<file path="src/rtl/arb_pkg.sv">
// Shared definitions for the 4-requester arbiter.
// Contents: requester count and ID width, the FSM state type, and the
// onehot() helper that turns a binary requester ID into a grant vector.
package arb_pkg;

    localparam int unsigned NUM_REQ = 4;
    localparam int unsigned ID_W    = 2;
    localparam int unsigned HOLD_W  = 8;

    typedef enum logic {
        IDLE  = 1'b0,
        GRANT = 1'b1
    } arb_state_e;

    // Binary requester ID to one-hot grant vector.
    function automatic logic [NUM_REQ-1:0] onehot(input logic [ID_W-1:0] id);
        return NUM_REQ'(1) << id;
    endfunction

endpackage

</file>
<file path="src/rtl/arb_prio_pick.sv">
// Rotating priority pick (combinational).
// Requests are masked, rotated so that the candidate searched first lands at
// the top index, encoded highest-index-wins, then rotated back.
// With base=B the search order is B-1, B-2, B-3, B (mod 4).
// Ports:
//   req   [3:0] : raw requests
//   mask  [3:0] : requesters excluded from this decision
//   base  [1:0] : rotation amount (last owner, or 0 for fixed priority)
//   id    [1:0] : winning requester (0 when no winner)
//   valid       : a winner exists
module arb_prio_pick
    import arb_pkg::*;
(
    input  logic [NUM_REQ-1:0] req,
    input  logic [NUM_REQ-1:0] mask,
    input  logic [ID_W-1:0]    base,
    output logic [ID_W-1:0]    id,
    output logic               valid
);

    logic [NUM_REQ-1:0] w_eff;
    logic [NUM_REQ-1:0] w_rot;
    logic [ID_W-1:0]    w_enc;
    logic               w_any;

    assign w_eff = req & ~mask;

    // Rotate: position k of w_rot holds requester (base + k) mod 4.
    always_comb begin
        w_rot = '0;
        for (int k = 0; k < NUM_REQ; k++) begin
            w_rot[k] = w_eff[ID_W'(base + ID_W'(k))];
        end
    end

    // Highest-index-wins encode (later hits overwrite earlier ones).
    always_comb begin
        w_enc = '0;
        w_any = 1'b0;
        for (int k = 0; k < NUM_REQ; k++) begin
            if (w_rot[k]) begin
                w_enc = ID_W'(k);
                w_any = 1'b1;
            end
        end
    end

    // Un-rotate back to a requester index.
    assign id    = w_any ? ID_W'(base + w_enc) : '0;
    assign valid = w_any;

endmodule

</file>
<file path="src/rtl/req_arbiter_4.sv">
// Hold-until-release arbiter sharing one resource among 4 requesters.
// Optional forced revoke after MAX_HOLD grant cycles when ARB_TIMEOUT_EN
// is defined; otherwise grants are held indefinitely and timeout is 0.
// Ports:
//   clk          : rising-edge clock
//   rst          : synchronous active-high reset
//   req    [3:0] : per-requester request, held for the whole transaction
//   gnt    [3:0] : registered one-hot grant, zero when idle
//   gnt_id [1:0] : binary owner index, 0 when idle
//   busy         : a grant is active
//   timeout      : one-cycle pulse on forced revoke
module req_arbiter_4
    import arb_pkg::*;
#(
    parameter int unsigned ROUND_ROBIN = 1,
    parameter int unsigned MAX_HOLD    = 16
) (
    input  logic               clk,
    input  logic               rst,
    input  logic [NUM_REQ-1:0] req,
    output logic [NUM_REQ-1:0] gnt,
    output logic [ID_W-1:0]    gnt_id,
    output logic               busy,
    output logic               timeout
);

    if (MAX_HOLD < 2 || MAX_HOLD > 255) begin : g_bad_max_hold
        $error("req_arbiter_4: MAX_HOLD must be within 2..255");
    end

    arb_state_e         r_state,      w_state_nxt;
    logic [NUM_REQ-1:0] r_gnt,        w_gnt_nxt;
    logic [ID_W-1:0]    r_gnt_id,     w_id_nxt;
    logic [ID_W-1:0]    r_last_owner, w_last_nxt;
    logic               r_busy,       w_busy_nxt;
    logic               r_timeout,    w_timeout_nxt;
`ifdef ARB_TIMEOUT_EN
    logic [HOLD_W-1:0]  r_hold_cnt,   w_hold_nxt;
`endif

    logic               w_revoke_c;
    logic               w_arb;
    logic [NUM_REQ-1:0] w_mask;
    logic [ID_W-1:0]    w_base;
    logic [ID_W-1:0]    w_pick_id;
    logic               w_pick_vld;

    // Owner still requesting on its final allowed cycle: revoke at this edge.
`ifdef ARB_TIMEOUT_EN
    assign w_revoke_c = (r_state == GRANT) && req[r_gnt_id] &&
                        (r_hold_cnt == HOLD_W'(MAX_HOLD - 1));
`else
    assign w_revoke_c = 1'b0;
`endif

    // A revoked owner may not win the re-arbitration on the same edge.
    assign w_mask = w_revoke_c ? onehot(r_gnt_id) : '0;
    assign w_base = (ROUND_ROBIN != 0) ? r_last_owner : '0;

    arb_prio_pick u_pick (
        .req   (req),
        .mask  (w_mask),
        .base  (w_base),
        .id    (w_pick_id),
        .valid (w_pick_vld)
    );

    // Next-state and registered-output logic.
    always_comb begin
        w_state_nxt   = r_state;
        w_gnt_nxt     = r_gnt;
        w_id_nxt      = r_gnt_id;
        w_last_nxt    = r_last_owner;
        w_busy_nxt    = r_busy;
        w_timeout_nxt = 1'b0;
        w_arb         = 1'b0;
`ifdef ARB_TIMEOUT_EN
        w_hold_nxt    = r_hold_cnt;
`endif

        case (r_state)
            IDLE: begin
                w_arb = 1'b1;
            end
            GRANT: begin
                if (!req[r_gnt_id]) begin
                    w_arb = 1'b1;
                end else if (w_revoke_c) begin
                    w_arb         = 1'b1;
                    w_timeout_nxt = 1'b1;
                end else begin
`ifdef ARB_TIMEOUT_EN
                    if (r_hold_cnt != '1) begin
                        w_hold_nxt = r_hold_cnt + HOLD_W'(1);
                    end
`endif
                end
            end
            default: begin
                w_state_nxt = IDLE;
            end
        endcase

        // Release/revoke/idle all re-arbitrate on the same edge (no bubble).
        if (w_arb) begin
            if (w_pick_vld) begin
                w_state_nxt = GRANT;
                w_gnt_nxt   = onehot(w_pick_id);
                w_id_nxt    = w_pick_id;
                w_last_nxt  = w_pick_id;
                w_busy_nxt  = 1'b1;
            end else begin
                w_state_nxt = IDLE;
                w_gnt_nxt   = '0;
                w_id_nxt    = '0;
                w_busy_nxt  = 1'b0;
            end
`ifdef ARB_TIMEOUT_EN
            w_hold_nxt = '0;
`endif
        end
    end

    // State and output registers.
    always_ff @(posedge clk) begin
        if (rst) begin
            r_state      <= IDLE;
            r_gnt        <= '0;
            r_gnt_id     <= '0;
            r_last_owner <= '0;
            r_busy       <= 1'b0;
            r_timeout    <= 1'b0;
`ifdef ARB_TIMEOUT_EN
            r_hold_cnt   <= '0;
`endif
        end else begin
            r_state      <= w_state_nxt;
            r_gnt        <= w_gnt_nxt;
            r_gnt_id     <= w_id_nxt;
            r_last_owner <= w_last_nxt;
            r_busy       <= w_busy_nxt;
            r_timeout    <= w_timeout_nxt;
`ifdef ARB_TIMEOUT_EN
            r_hold_cnt   <= w_hold_nxt;
`endif
        end
    end

    assign gnt     = r_gnt;
    assign gnt_id  = r_gnt_id;
    assign busy    = r_busy;
    assign timeout = r_timeout;

endmodule

</file>
<file path="config.mk">
export PLATFORM = sky130hd
export DESIGN_NAME = req_arbiter_4
export DESIGN_NICKNAME = d
export VERILOG_FILES = /design/src/rtl/arb_pkg.sv /design/src/rtl/arb_prio_pick.sv /design/src/rtl/req_arbiter_4.sv
export SDC_FILE = /design/constraint.sdc
export NUM_CORES = 1
export LEC_CHECK = 0
export CAP_MARGIN = 20
export CORE_AREA = 4 4 41 43
export CTS_BUF_LIST = sky130_fd_sc_hd__clkbuf_8
export DETAILED_ROUTE_END_ITERATION = 8
export DIE_AREA = 0 0 45 47
export GPL_TIMING_DRIVEN = 0
export PLACE_DENSITY = 0.64
export REMOVE_ABC_BUFFERS = 1
export SYNTH_ARGS = -nofsm -noshare
export SYNTH_HDL_FRONTEND = slang
export SYNTH_SLANG_ARGS = --single-unit
</file>
<file path="constraint.sdc">
create_clock -name clk -period 2.3 [get_ports clk]
set_input_delay 0.23 -clock clk [delete_from_list [all_inputs] [get_ports clk]]
set_output_delay 0.23 -clock clk [all_outputs]
set_load 0.005 [all_outputs]
</file>
# Yosys cells after proc, flatten, opt, wreduce, memory -nomap -nowiden
# Index checks and enable logic that the tools add are counted.
# W data, S select, Z words.
# op_classes
addsub,4
magnitude_cmp,5
n_shift,1
n_mux,23
bitwise,1
reduce_logical,1
# op_table
operator,n
$lt A2 B3 Y1 const B,5
$mux W1,12
$bmux W1 S2,5
$mux W2,4
$add A2 B2 Y2 const B,2
$mux W4,1
$shl A1 B2 Y4 const A,1
$add A2 B1 Y2 const B,1
$add A2 B2 Y2,1
$pmux W1 S2,1
$reduce_and A2 Y1,1
$not A1 Y1,1
# word_totals
register_bits,9
in_bits,6
output_inout_bits,8
word_cells,39

# Depth between registers and ports, before layout
# depth
word_depth,10
mapped_depth,7

# Modules after synthesis
# A second synthesis with hierarchy kept.
# unflattened
cells_unflattened,69
area_unflattened_um2,575.6
# modules_own_cells
mod,n_inst,cells_each,area_per_inst_um2
req_arbiter_4,1,45,397.9
arb_prio_pick,1,24,177.7

# Worst setup path after synthesis
# No wires, ideal clock.
# synth_path
kind,reg2reg
startpoint,register r_last_owner[0]
endpoint,register r_gnt[0] (netlist: gnt[0])
t_arrival_ps,1658
slack_ps,582
stages_incl_launch_ff,8
n_path_buf,0
period_less_slack_ps,1718
cell_sequence,dfxtp_1 nor2_1 nand2_1 o21ai_0 a221oi_1 ha_1 nor4_1 a22o_1
# synth_between
elab_chain_len,10
# synth_lines
element,line,source
start: declaration,req_arbiter_4.sv:34,"logic [ID_W-1:0] r_last_owner, w_last_nxt;"
start signal: assignment,req_arbiter_4.sv:140,r_last_owner <= w_last_nxt;
$add A2 B1 Y2,arb_prio_pick.sv:32,w_rot[k] = w_eff[ID_W'(base + ID_W'(k))];
$bmux W1 S2,arb_prio_pick.sv:32,
$mux W1 (implied by the code),arb_prio_pick.sv:32,
$mux W1,arb_prio_pick.sv:41,if (w_rot[k]) begin
$mux W2 (2 in series),arb_prio_pick.sv:41,
$add A2 B2 Y2,arb_prio_pick.sv:49,assign id = w_any ? ID_W'(base + w_enc) : '0;
$mux W2,arb_prio_pick.sv:49,
$shl A1 B2 Y4,arb_pkg.sv:17,return NUM_REQ'(1) << id;
$mux W4 *,req_arbiter_4.sv:106,if (w_pick_vld) begin
end signal: assignment,req_arbiter_4.sv:138,r_gnt <= w_gnt_nxt;
end: declaration,req_arbiter_4.sv:32,"logic [NUM_REQ-1:0] r_gnt, w_gnt_nxt;"
# Mark *: on every way between the ends. The rest lies on a longest branch, timed or not. The select of a mux whose other input is x is not followed.
# A chain may end at the register's enable or synchronous reset.

# Final worst setup path
# layout_path
startpoint,input req[1]
endpoint,register r_gnt[2] (netlist: gnt[2])
# layout_between
elab_chain_len,9
# layout_lines
element,line,source
start: declaration,req_arbiter_4.sv:20,"input logic [NUM_REQ-1:0] req,"
$bmux W1 S2,arb_prio_pick.sv:32,
$mux W1 (implied by the code),arb_prio_pick.sv:32,
$mux W1,arb_prio_pick.sv:41,
$mux W2 or $mux W1 (tied branches) (2 in series),arb_prio_pick.sv:41,
$add A2 B2 Y2 or $mux W1 (tied branches),"arb_prio_pick.sv:49, arb_prio_pick.sv:41",
$mux W2,arb_prio_pick.sv:49,
$shl A1 B2 Y4,arb_pkg.sv:17,
$mux W4,req_arbiter_4.sv:106,
# Several ways; a longest one is shown, not always the timed one. The select of a mux whose other input is x is not followed.

==> results_dict.tcl <==
set metrics [dict create \
    status "finished, final reports clean" \
    antennaDiodeCount 0 \
    drc 0 \
    hold_ws_ps 467 \
    synth-warning-count 0 \
    r2r_setup_slack_ps 290 \
    cts_hold_buf 0 \
    place_hpwl_um 746 \
    hold_class "register to register" \
    cellPowerDensity_nw_per_um2 1320 \
    num_rows 13 \
    numCtsBuffers 3 \
    finalCriticalPeriod_ps 2110 \
    cts_setup_buffers 0 \
    die-width_um 45 \
    avgSynthCellArea_um2 8.78 \
    grt_pass1_wl_um 1790 \
    p_leak_nw 0.245 \
    setup_viol 0 \
    vias 450 \
    ys_types 27 \
    dieArea_um2 2120 \
    grt_pass1_vias 441 \
    total_power_mw 0.852 \
    antenna_left 0 \
    cts_tree "done" \
    worst_clock_skew_ps 1.71 \
    min_from "gnt[3]" \
    cap_violations 0 \
    num_io_pins 14 \
    cts_root_buffer "clkbuf_8" \
    fin_crit_sh 0.919 \
    antenna_found_initial 0 \
    final-seq-area_um2 180 \
    grt_usage 0.119 \
    drv_slew 0 \
    fp.dieH_um 47 \
    clk_pin_slew_ps 40 \
    syn2layout_area_growth_pct 33.4 \
    grt_overflow 0 \
    rr_startpoint "r_last_owner[0]" \
    worst_pin_slew_ps 704 \
    ys_seq_area_frac 0.373 \
    multi_input_area_um2 280 \
    io_buffer_count 12 \
    rsz0062_at_grt "false" \
    start_util 0.371 \
    fp.coreArea_um2 1300 \
    clk_latency_ps 230 \
    drive_above_1_share 0.0735 \
    critical_path.endpoint_type "register" \
    timing_hold_violations_final 0 \
    cp_max_fo 6 \
    place_congestion 0.722 \
    fill_cells 136 \
    slew_headroom 0.527 \
    drt_iter0_drc 13 \
    cts_buffer_depth 2 \
    synth_area_um2 483 \
    reg2reg_depth 7 \
    ir_worst_vdd_mv 0.737 \
    htreeDepth 1 \
    vias_per_cell 5.42 \
    crit_arrival_ps 2290 \
    clock-sinks 9 \
    crit_required_ps 2470 \
    synth-seq-cells 9 \
    max_freq_mhz 473 \
    holdPathStages 1 \
    synth_cells 55 \
    path_class "input port to register" \
    grt_start_max_net_pins 10 \
    reg2reg_to "gnt[2]" \
    startpoint_type "input port" \
    wl_um 1020 \
    cts.repair.resized 0 \
    first_pass_iters 4 \
    final_net_count 76 \
    routedWlPerCell_um 12.3 \
    whs_endpoint "gnt[3]" \
]
==> cell usage after synthesis <==
| master | instances | area (um2) |
|---|---|---|
| nor2b_1 | 1 | 6.26 |
| a21o_1 | 1 | 7.51 |
| xor2_1 | 1 | 8.76 |
| nor4_1 | 2 | 12.5 |
| buf_6 | 1 | 11.3 |
| a21oi_2 | 1 | 8.76 |
| a22o_1 | 2 | 17.5 |
| buf_1 | 1 | 3.75 |
| conb_1 | 1 | 3.75 |
| nand2b_1 | 3 | 18.8 |
| o22ai_1 | 1 | 6.26 |
| nand2_1 | 7 | 26.3 |
| nor3_1 | 2 | 10.0 |
| a21oi_1 | 3 | 15.0 |
| a221oi_2 | 1 | 15.0 |
| or3_1 | 1 | 6.26 |
| ha_1 | 1 | 12.5 |
| o21ai_0 | 2 | 10.0 |
| a211oi_1 | 2 | 15.0 |
| xnor2_1 | 1 | 8.76 |
| buf_4 | 1 | 7.51 |
| o31ai_1 | 1 | 7.51 |
| a32o_1 | 2 | 20.0 |
| nor2_1 | 4 | 15.0 |
| a221oi_1 | 1 | 8.76 |
| dfxtp_1 | 9 | 180 |
| mux2i_1 | 2 | 20.0 |
==> layer usage <==
layer / routed length [um] / vias up / global-route usage
li1: - / 231 / -
met1: 509 / 202 / 0.151
met2: 418 / 13 / 0.164
met3: 61 / 4 / 0.0345
met4: 33 / 0 / 0.105
met5: 0 / - / 0
==> stage by stage <==
stage | utilization | TNS (ps) | std cells | setup WS [ps] | instance area, um2
after floorplan | - | 0 | 52 | 574 | 460
after global placement | 0.461 | -19.4 | 79 | -16.5 | 599
after detailed placement | 0.461 | -94.0 | 79 | -49.4 | 599
after CTS | 0.495 | 0 | 83 | 174 | 644
after global routing | 0.495 | 0 | 83 | 26.7 | 644
final | 0.495 | 0 | 83 | 187 | 644
==> cells in the final DEF (no fill, tap or decap), drive strengths merged <==
cell type,count
clkdlybuf4s50,12
dfxtp,9
nand2,7
nor2,4
a21oi,4
nand2b,3
clkbuf,3
o21ai,2
a211oi,2
mux2i,2
nor4,2
nor3,2
a32o,2
a22o,2
a221oi,2
o31ai,1
or3,1
xnor2,1
o22ai,1
nor2b,1
xor2,1
a21o,1
ha,1
conb,1
inv,1
==> worst max-delay path by stage <==
stage / start / end / depth (start not counted) / slack, ps
floorplan: r_last_owner[1] / gnt[0] / 6 / 570
global placement: req[1] / gnt[2] / 8 / -20
detailed placement: req[1] / gnt[2] / 8 / -50
CTS: req[1] / gnt[2] / 8 / 170
global route: req[1] / gnt[2] / 8 / 30
finish: req[1] / gnt[2] / 8 / 190
==> sequential cells by signal (all words and copies together) (netlist names) <==
register,count
gnt_id,2
r_last_owner,2
gnt,4
busy,1
==> cells by family after synthesis <==
group	after synthesis	share of synthesized area
XOR/XNOR	2	0.0363
flip-flops	9	0.373
AO/OA/AOI/OAI	17	0.272
AND/OR/NAND/NOR	20	0.197
multiplexers	2	0.0415
other	1	0.00776
adder cells (fa/ha/maj)	1	0.0259
buffers and inverters	3	0.0466
==> critical path, stage by stage <==
cell             delay (ps)
clkdlybuf4s50_1         590
nor2_1                   70
nand2_1                  70
o21ai_0                  80
a221oi_1                310
ha_1                    340
nor4_1                  410
a22o_1                  190
==> final cells by class <==
type	instances	share of cell area
clock buffers	3	0.0641
repair buffers	12	0.186
flip-flops and latches	9	0.280
clock inverters	1	0.00583
multi-input cells	43	0.435
well taps	15	0.0291
==> power by group <==
group | total [mW] | internal, mW | switching [mW] | leakage [nW]
combinational | 0.387 | 0.215 | 0.172 | 0.144
sequential | 0.289 | 0.222 | 0.0666 | 0.0745
clock | 0.176 | 0.116 | 0.0602 | 0.0269
No activity file was read; power rests on OpenSTA's default activity.
